## src/rtl/rate_sample_player.sv

```systemverilog
// Rate-strobed PCM sample player: small FIFO, one pop per rate pulse, first-order delta-sigma output.
// Optional macro RATE_SAMPLE_HOLD_LAST_EN: on underflow keep the last sample instead of forcing midscale.
module rate_sample_player #(
    parameter int DW = 16,
    parameter int AW = 4
) (
    input  logic          clk,
    input  logic          reset,
    input  logic          rate,
    input  logic [DW-1:0] wr_data,
    input  logic          wr_valid,
    output logic          wr_ready,
    output logic [DW-1:0] sample,
    output logic          sample_valid,
    output logic          underflow,
    input  logic          underflow_clr,
    output logic [AW:0]   level,
    output logic          pdm_out
);

    localparam int          DEPTH = 1 << AW;
    localparam logic [AW:0] LEVEL_FULL = {1'b1, {AW{1'b0}}};
    localparam logic [AW:0] LEVEL_EMPTY = {(AW+1){1'b0}};

    logic [DW-1:0] mem_r [DEPTH];
    logic [AW-1:0] wr_ptr_r;
    logic [AW-1:0] rd_ptr_r;
    logic [DW:0]   acc_r;

    logic          push_s;
    logic          pop_s;
    logic          under_s;
    logic [DW-1:0] u_s;
    logic [DW:0]   sum_s;

    assign wr_ready = (level != LEVEL_FULL);

    // Handshake decode; a push into an empty FIFO is never popped on the same edge.
    always_comb begin
        push_s  = 1'b0;
        pop_s   = 1'b0;
        under_s = 1'b0;
        if (wr_valid && (level != LEVEL_FULL)) begin
            push_s = 1'b1;
        end else begin
            push_s = 1'b0;
        end
        if (rate) begin
            pop_s   = (level != LEVEL_EMPTY);
            under_s = (level == LEVEL_EMPTY);
        end else begin
            pop_s   = 1'b0;
            under_s = 1'b0;
        end
    end

    // Sample storage; contents are don't-care after reset since level gates reads.
    always_ff @(posedge clk) begin
        if (push_s) begin
            mem_r[wr_ptr_r] <= wr_data;
        end
    end

    // Pointers and occupancy.
    always_ff @(posedge clk or posedge reset) begin
        if (reset) begin
            wr_ptr_r <= {AW{1'b0}};
            rd_ptr_r <= {AW{1'b0}};
            level    <= LEVEL_EMPTY;
        end else begin
            if (push_s) begin
                wr_ptr_r <= wr_ptr_r + AW'(1);
            end
            if (pop_s) begin
                rd_ptr_r <= rd_ptr_r + AW'(1);
            end
            case ({push_s, pop_s})
                2'b10:   level <= level + (AW+1)'(1);
                2'b01:   level <= level - (AW+1)'(1);
                default: level <= level;
            endcase
        end
    end

    // Playing sample, valid pulse and sticky underflow (a new event beats the clear).
    always_ff @(posedge clk or posedge reset) begin
        if (reset) begin
            sample       <= {DW{1'b0}};
            sample_valid <= 1'b0;
            underflow    <= 1'b0;
        end else begin
            sample_valid <= pop_s;
            if (pop_s) begin
                sample <= mem_r[rd_ptr_r];
            end else if (under_s) begin
`ifdef RATE_SAMPLE_HOLD_LAST_EN
                sample <= sample;
`else
                sample <= {DW{1'b0}};
`endif
            end else begin
                sample <= sample;
            end
            if (under_s) begin
                underflow <= 1'b1;
            end else if (underflow_clr) begin
                underflow <= 1'b0;
            end else begin
                underflow <= underflow;
            end
        end
    end

    // Offset-binary input: the carry of the running sum has ones density u / 2^DW.
    always_comb begin
        u_s   = {~sample[DW-1], sample[DW-2:0]};
        sum_s = {1'b0, acc_r[DW-1:0]} + {1'b0, u_s};
    end

    // Delta-sigma accumulator and registered carry output.
    always_ff @(posedge clk or posedge reset) begin
        if (reset) begin
            acc_r   <= {(DW+1){1'b0}};
            pdm_out <= 1'b0;
        end else begin
            acc_r   <= sum_s;
            pdm_out <= sum_s[DW];
        end
    end

endmodule

```

## config.mk

```make
export PLATFORM = sky130hd
export DESIGN_NAME = rate_sample_player
export DESIGN_NICKNAME = d
export VERILOG_FILES = /design/src/rtl/rate_sample_player.sv
export SDC_FILE = /design/constraint.sdc
export NUM_CORES = 1
export LEC_CHECK = 0
export BUFFER_PORTS_ARGS = -buffer_cell sky130_fd_sc_hd__buf_4
export CORE_MARGIN = 3
export CORE_UTILIZATION = 53
export CTS_BUF_LIST = sky130_fd_sc_hd__clkbuf_2 sky130_fd_sc_hd__clkbuf_4 sky130_fd_sc_hd__clkbuf_8
export CTS_CLUSTER_DIAMETER = 120
export DETAILED_ROUTE_END_ITERATION = 7
export PLACE_DENSITY = 0.76
export SYNTH_ARGS = -nofsm -noshare
export SYNTH_HDL_FRONTEND = slang
export SYNTH_SLANG_ARGS = --single-unit
```

## constraint.sdc

```tcl
create_clock -name clk -period 4.1 [get_ports clk]
set_clock_uncertainty 0.1 [all_clocks]
set_input_delay 0.41 -clock clk [delete_from_list [all_inputs] [get_ports clk]]
set_output_delay 0.41 -clock clk [all_outputs]
set_load 0.05 [all_outputs]
```

## Yosys cells after proc, flatten, opt, wreduce, memory -nomap -nowiden

Memories as Yosys holds them, arrays and structs flattened.
Index checks and enable logic that the tools add are counted.

- Flip-flop bits (word level): 48
- RAM bits: 256
- Bits of input ports: 21
- Output and inout port bits: 25
- Word-level logic and storage cells: 34
- Memories kept: 1

Memories:

| name | depth | bits a word | rd ports | clocked after memory_dff | wr ports | line | text |
|---|---|---|---|---|---|---|---|
| mem_r | 16 | 16 | 1 | 0 | 1 | 25 | `logic [DW-1:0] mem_r [DEPTH];` |

- Add/sub/neg operators: 5
- Equal/unequal tests: 3
- Muxes and demuxes: 10
- Bitwise operators: 1
- Reductions and logical operators: 6

Operators by type and width:

| kind | number |
|---|---|
| two-way mux 16 bit | 2 |
| adder 16 x 16 -> 17 bit | 1 |
| case mux 5 bit (2 select lines) | 1 |
| adder 4 x 1 -> 4 bit, second input constant | 2 |
| two-way mux 1 bit | 7 |
| nonzero test 2 bit | 3 |
| adder 5 x 1 -> 5 bit, second input constant | 1 |
| logical NOT 5 bit | 1 |
| inequality test 5 bit, second input constant | 1 |
| nonzero test 5 bit | 1 |
| subtractor 5 x 1 -> 5 bit, second input constant | 1 |
| == test 2 x 1 -> 1 bit, second input constant | 1 |
| == test 2 bit, second input constant | 1 |
| logical AND 1 bit | 1 |
| inverter 1 bit | 1 |

## Longest topological paths before layout

- Depth in word-level cells: 5
- Mapped depth: 14

## Worst setup path before layout

OpenSTA, ideal clock, no wires.

- Path kind: register -> register
- Start point: reg level[1]
- End point: reg level[4]
- Library setup time: 0.145 ns
- Arrival: 3.312 ns
- Setup slack: 0.543 ns
- Cell stages (with the launch flop): 15
- Buffers on the path: 2
- Clock period less this slack: 3.557 ns
- Cells stage by stage: dfrtp_1 > nor4_1 > nand2_1 > and2_1 > clkbuf_1 > inv_1 > ha_1 > clkbuf_1 > xor2_1 > ha_1 > a21boi_0 > o221ai_1 > nand3b_1 > a21oi_1 > xor2_1

- Word-level cells in the longest chain between the ends: 5
- Elaborated cells between the ends (all ways): 11
- Those cells by class: add/sub (2); eq/ne (3); mux (3); reduce/logical (3)

Ends and longest elaborated chain:

| item | line | text |
|---|---|---|
| start, declared | 17 | `output logic [AW:0] level,` |
| start signal, assigned | 78 | `2'b10: level <= level + (AW+1)'(1);` |
| start signal, assigned | 79 | `2'b01: level <= level - (AW+1)'(1);` |
| start signal, assigned | 80 | `default: level <= level;` |
| inequality test 5 bit (*) | - |  |
| named net wr_ready | 12 | `output logic wr_ready,` |
| logical AND 1 bit (*) | 43 | `if (wr_valid && (level != LEVEL_FULL)) begin` |
| two-way mux 1 bit (*) | 43 |  |
| == test 2 x 1 -> 1 bit or == test 2 bit (tied branches) | 77 | `case ({push_s, pop_s})` |
| case mux 5 bit (2 select lines) or nonzero test 2 bit (tied branches) | - |  |

The timed path passes the listed nets; every way through them passes the cells marked *.
A chain may end at the register's enable or synchronous reset.

## Worst setup path in the final report

- Start point: reg level[1]
- End point: reg level[4]

- Word-level cells in the longest chain between the ends: 5
- Elaborated cells between the ends (all ways): 11
- Those cells by class: add/sub (2); eq/ne (3); mux (3); reduce/logical (3)

Ends and longest elaborated chain:

| item | line |
|---|---|
| inequality test 5 bit | 43 |
| logical AND 1 bit | 43 |
| two-way mux 1 bit | 43 |
| == test 2 x 1 -> 1 bit or == test 2 bit (tied branches) | 77 |
| case mux 5 bit (2 select lines) or nonzero test 2 bit (tied branches) | - |

Parallel ways exist; a longest one is shown, timed or not.

==> flow_summary.yaml <==
run_status:
  outcome: "finished, violations left"
  violations: "negative hold slack"
grt:
  grt_pass1_vias: 7125
  grt_max_degree: 49
  track_usage: 0.200
  antenna_found_initial: 0
  gr-total-overflow: 0
  grt_pass1_wl_mm: 39.6
sta:
  setup_viol: 0
  fin_ws_ns: 1.03
  grt_setup_unrepaired: "false"
  slew_headroom: 0.227
  timing.setup.tns_ns: 0
  post-route-period-util: 0.750
  tightest_slew_ns: 1.16
  drv_slew: 0
  max_freq_mhz: 325
  hold_violations: 10
  period_needed_ns: 3.07
  whs_ns: -0.00900
synth:
  synthCells: 687
  ys.flop_type: "edfxtp_1"
  ys_top_cells_by_area: "edfxtp_1, mux4_2, dfrtp_1"
  muxShareOfSynthArea: 0.146
  synth_simple_gate_area_frac: 0.0338
  synth_edf_count: 256
  avgSynthCellArea_um2: 18.1
  synth_top_family_by_area: "multiplexers"
  ys_types: 48
  ys_ff_latch: 304
  synth_fa_ha_area_frac: 0.0268
  yosysWarningCount: 0
  syn-num-nets: 734
  netlist_area_mm2: 0.0124
  seq_area_frac_synth: 0.715
  synth_compound_gate_area_share: 0.0421
  synth_xor_area_frac: 0.0155
  synth_async_sr_flop_share: 0.158
  synthTopCellsByCount: "edfxtp_1, mux4_2, dfrtp_1"
  synth_top_area_cell: "edfxtp_1"
  yosysMostFrequentCell: "edfxtp_1"
  yosys.area.top_type_share: 0.619
worst_setup_path:
  cp.arrival_ns: 3.40
  crit_fanout: 9
  max_stage_delay_ns: 0.46
  path_delay_family: "simple AND/OR/NAND/NOR gates"
  cp_num_buf_inv: 1
  endpoint_kind: "flop"
  crit_slowest_cell: "dfrtp_1"
  critPathRequiredTime_ns: 4.43
  crit_path_start_kind: "flop"
  crit_chain: "nor4_1 > nand2_1 > and2_1 > inv_1 > ha_1 > xor2_1 > ha_1 > a21boi_0 > o221ai_1 > nand3b_1 > a21oi_1 > xor2_1"
  worst-setup-path-type: "flop to flop"
route:
  wl_mm: 24.9
  drc: 0
  wl_per_cell_um: 22.2
  drtIter0Drc: 528
  drtAntennaViolNets: 0
  firstDrtPassIters: 5
  via_per_inst: 5.83
  vias: 6546
cts:
  clock-root-buffer: "clkbuf_8"
  cts_tree: "done"
  cts-resized-gates: 0
  cts_sinks: 304
  cts_made_buffers: 49
  cts_buffer_depth: 3
  cts_htree_levels: 2
  cts.clk_slew.worst_paths_ns: 0.06
  clk_latency_ns: 0.55
floorplan:
  coreArea_mm2: 0.0228
  fp.dieH_um: 159
  die_x_um: 159
  start_util: 0.544
  ios: 46
  die_area_mm2: 0.0253
  rows: 55
layout:
  fin_nets: 822
  instances_no_fill: 1122
  fillCellCount: 1606
  drive_gt1_frac: 0.292
  antenna_cells: 0
  areaGrowthSynthToFinish_pct: 14.3
place:
  place.gp.congestion: 0.873
  hpwl_mm: 15.3
  place_worst_setup_slack_ns: 1.06
  dp_cells: 1036
  port_buffers: 45
power:
  cellLeakagePower_uw: 0.00506
  ir_drop_mv: 0.385
  power.density_mw_per_mm2: 769
worst_hold_path:
  holdCritPathClass: "input port to asynchronous set/reset pin"
flow_run:
  cap_viol_max_count: 0
## flip-flops by register name, indices dropped and copies added, names as in the netlist, 4 cells and up
name      cells
mem_r       256
acc_r        16
sample       16
level         5
rd_ptr_r      4
wr_ptr_r      4
## what timing repair did
action,in CTS,in global routing
buffers inserted,0,0
hold endpoints to repair,1,0
hold buffers,1,0
## kinds of logic (layout without fill, tap and decap cells)
group,count (synthesis),after routing
AND/OR/NAND/NOR,93,93
flip-flops,304,304
adder cells (fa/ha/maj),26,26
multiplexers,99,99
buffers and inverters,58,180
AO/OA/AOI/OAI,85,85
XOR/XNOR,22,22
## final cells by class
class,instances,area (µm²),share of cell area
inverter,25,93.8,0.00661
sequential,304,8890,0.626
tap,313,392,0.0276
clock inverter,15,144,0.0101
multi-input combinational,325,3300,0.233
clock buffer,70,838,0.0590
timing repair buffer,70,541,0.0381
## report_power, final
group | total, µW | switching, µW | internal [µW] | leakage, µW
Sequential | 4350 | 470 | 3880 | 0.00289
Clock | 2610 | 1110 | 1500 | 0.000523
Combinational | 3970 | 2190 | 1770 | 0.00165
## per-layer routing
metal | track usage | share of wire | vias up
li1 | - | - | 2893
met1 | 0.257 | 0.40 | 3399
met2 | 0.348 | 0.51 | 211
met3 | 0.0367 | 0.060 | 43
met4 | 0.0684 | 0.022 | 0
met5 | 0 | 0 | -
## worst reg2reg max path, delay by kind of cell (launching register included)
kind / cells / cell delay [ns]
AOI/OAI and AO/OA: 3 / 0.52
xor gates and xnor gates: 2 / 0.33
adders and majority gates: 2 / 0.55
buffers and inverters: 1 / 0.12
DFF: 1 / 0.46
and+or+nand+nor: 4 / 0.87
## layout by cell type (no fill, tap or decap), types with 6 or more instances in the layout
master	synthesis	layout
edfxtp_1	256	256
buf_4	2	68
mux4_2	64	64
clkbuf_8	0	50
dfrtp_1	48	46
nor2_1	40	40
a21oi_1	30	30
ha_1	25	25
inv_1	25	24
nand2_1	21	21
clkbuf_4	0	20
o22ai_1	19	19
mux2_2	18	18
mux2i_1	17	17
xnor2_1	12	12
o21ai_0	11	11
xor2_1	10	10
clkinv_1	0	8
nand2b_1	6	6
## metrics by stage
| stage | hold slack (ns) | total power (µW) | util | cell area (µm²) |
|---|---|---|---|---|
| 5_1_grt | 0.0427 | 11600 | 0.622 | 14200 |
| 3_5_place_dp | 0.363 | 8380 | 0.578 | 13200 |
| 3_3_place_gp | 0.353 | 8170 | 0.578 | 13200 |
| 6_report | -0.00900 | 10900 | 0.622 | 14200 |
| 4_1_cts | 0.0288 | 11000 | 0.622 | 14200 |
| 2_1_floorplan | 0.343 | 7280 | - | 12400 |
## final timing paths
kind | endpoint | from | cells past startpoint | slack [ns]
worst max-delay path | level[4] | level[1] | 12 | 1.03
worst min-delay path | sample[15] | reset | 2 | -0.009
worst max register to register | level[4] | level[1] | 12 | 1.03
worst min register to register | acc_r[0] | acc_r[0] | 1 | 0.37
max in group asynchronous | rd_ptr_r[0] | reset | 2 | 3.20
min in group clk | mem_r[2][8] | wr_data[8] | 1 | 0.06
(Power assumes the default switching activity.)
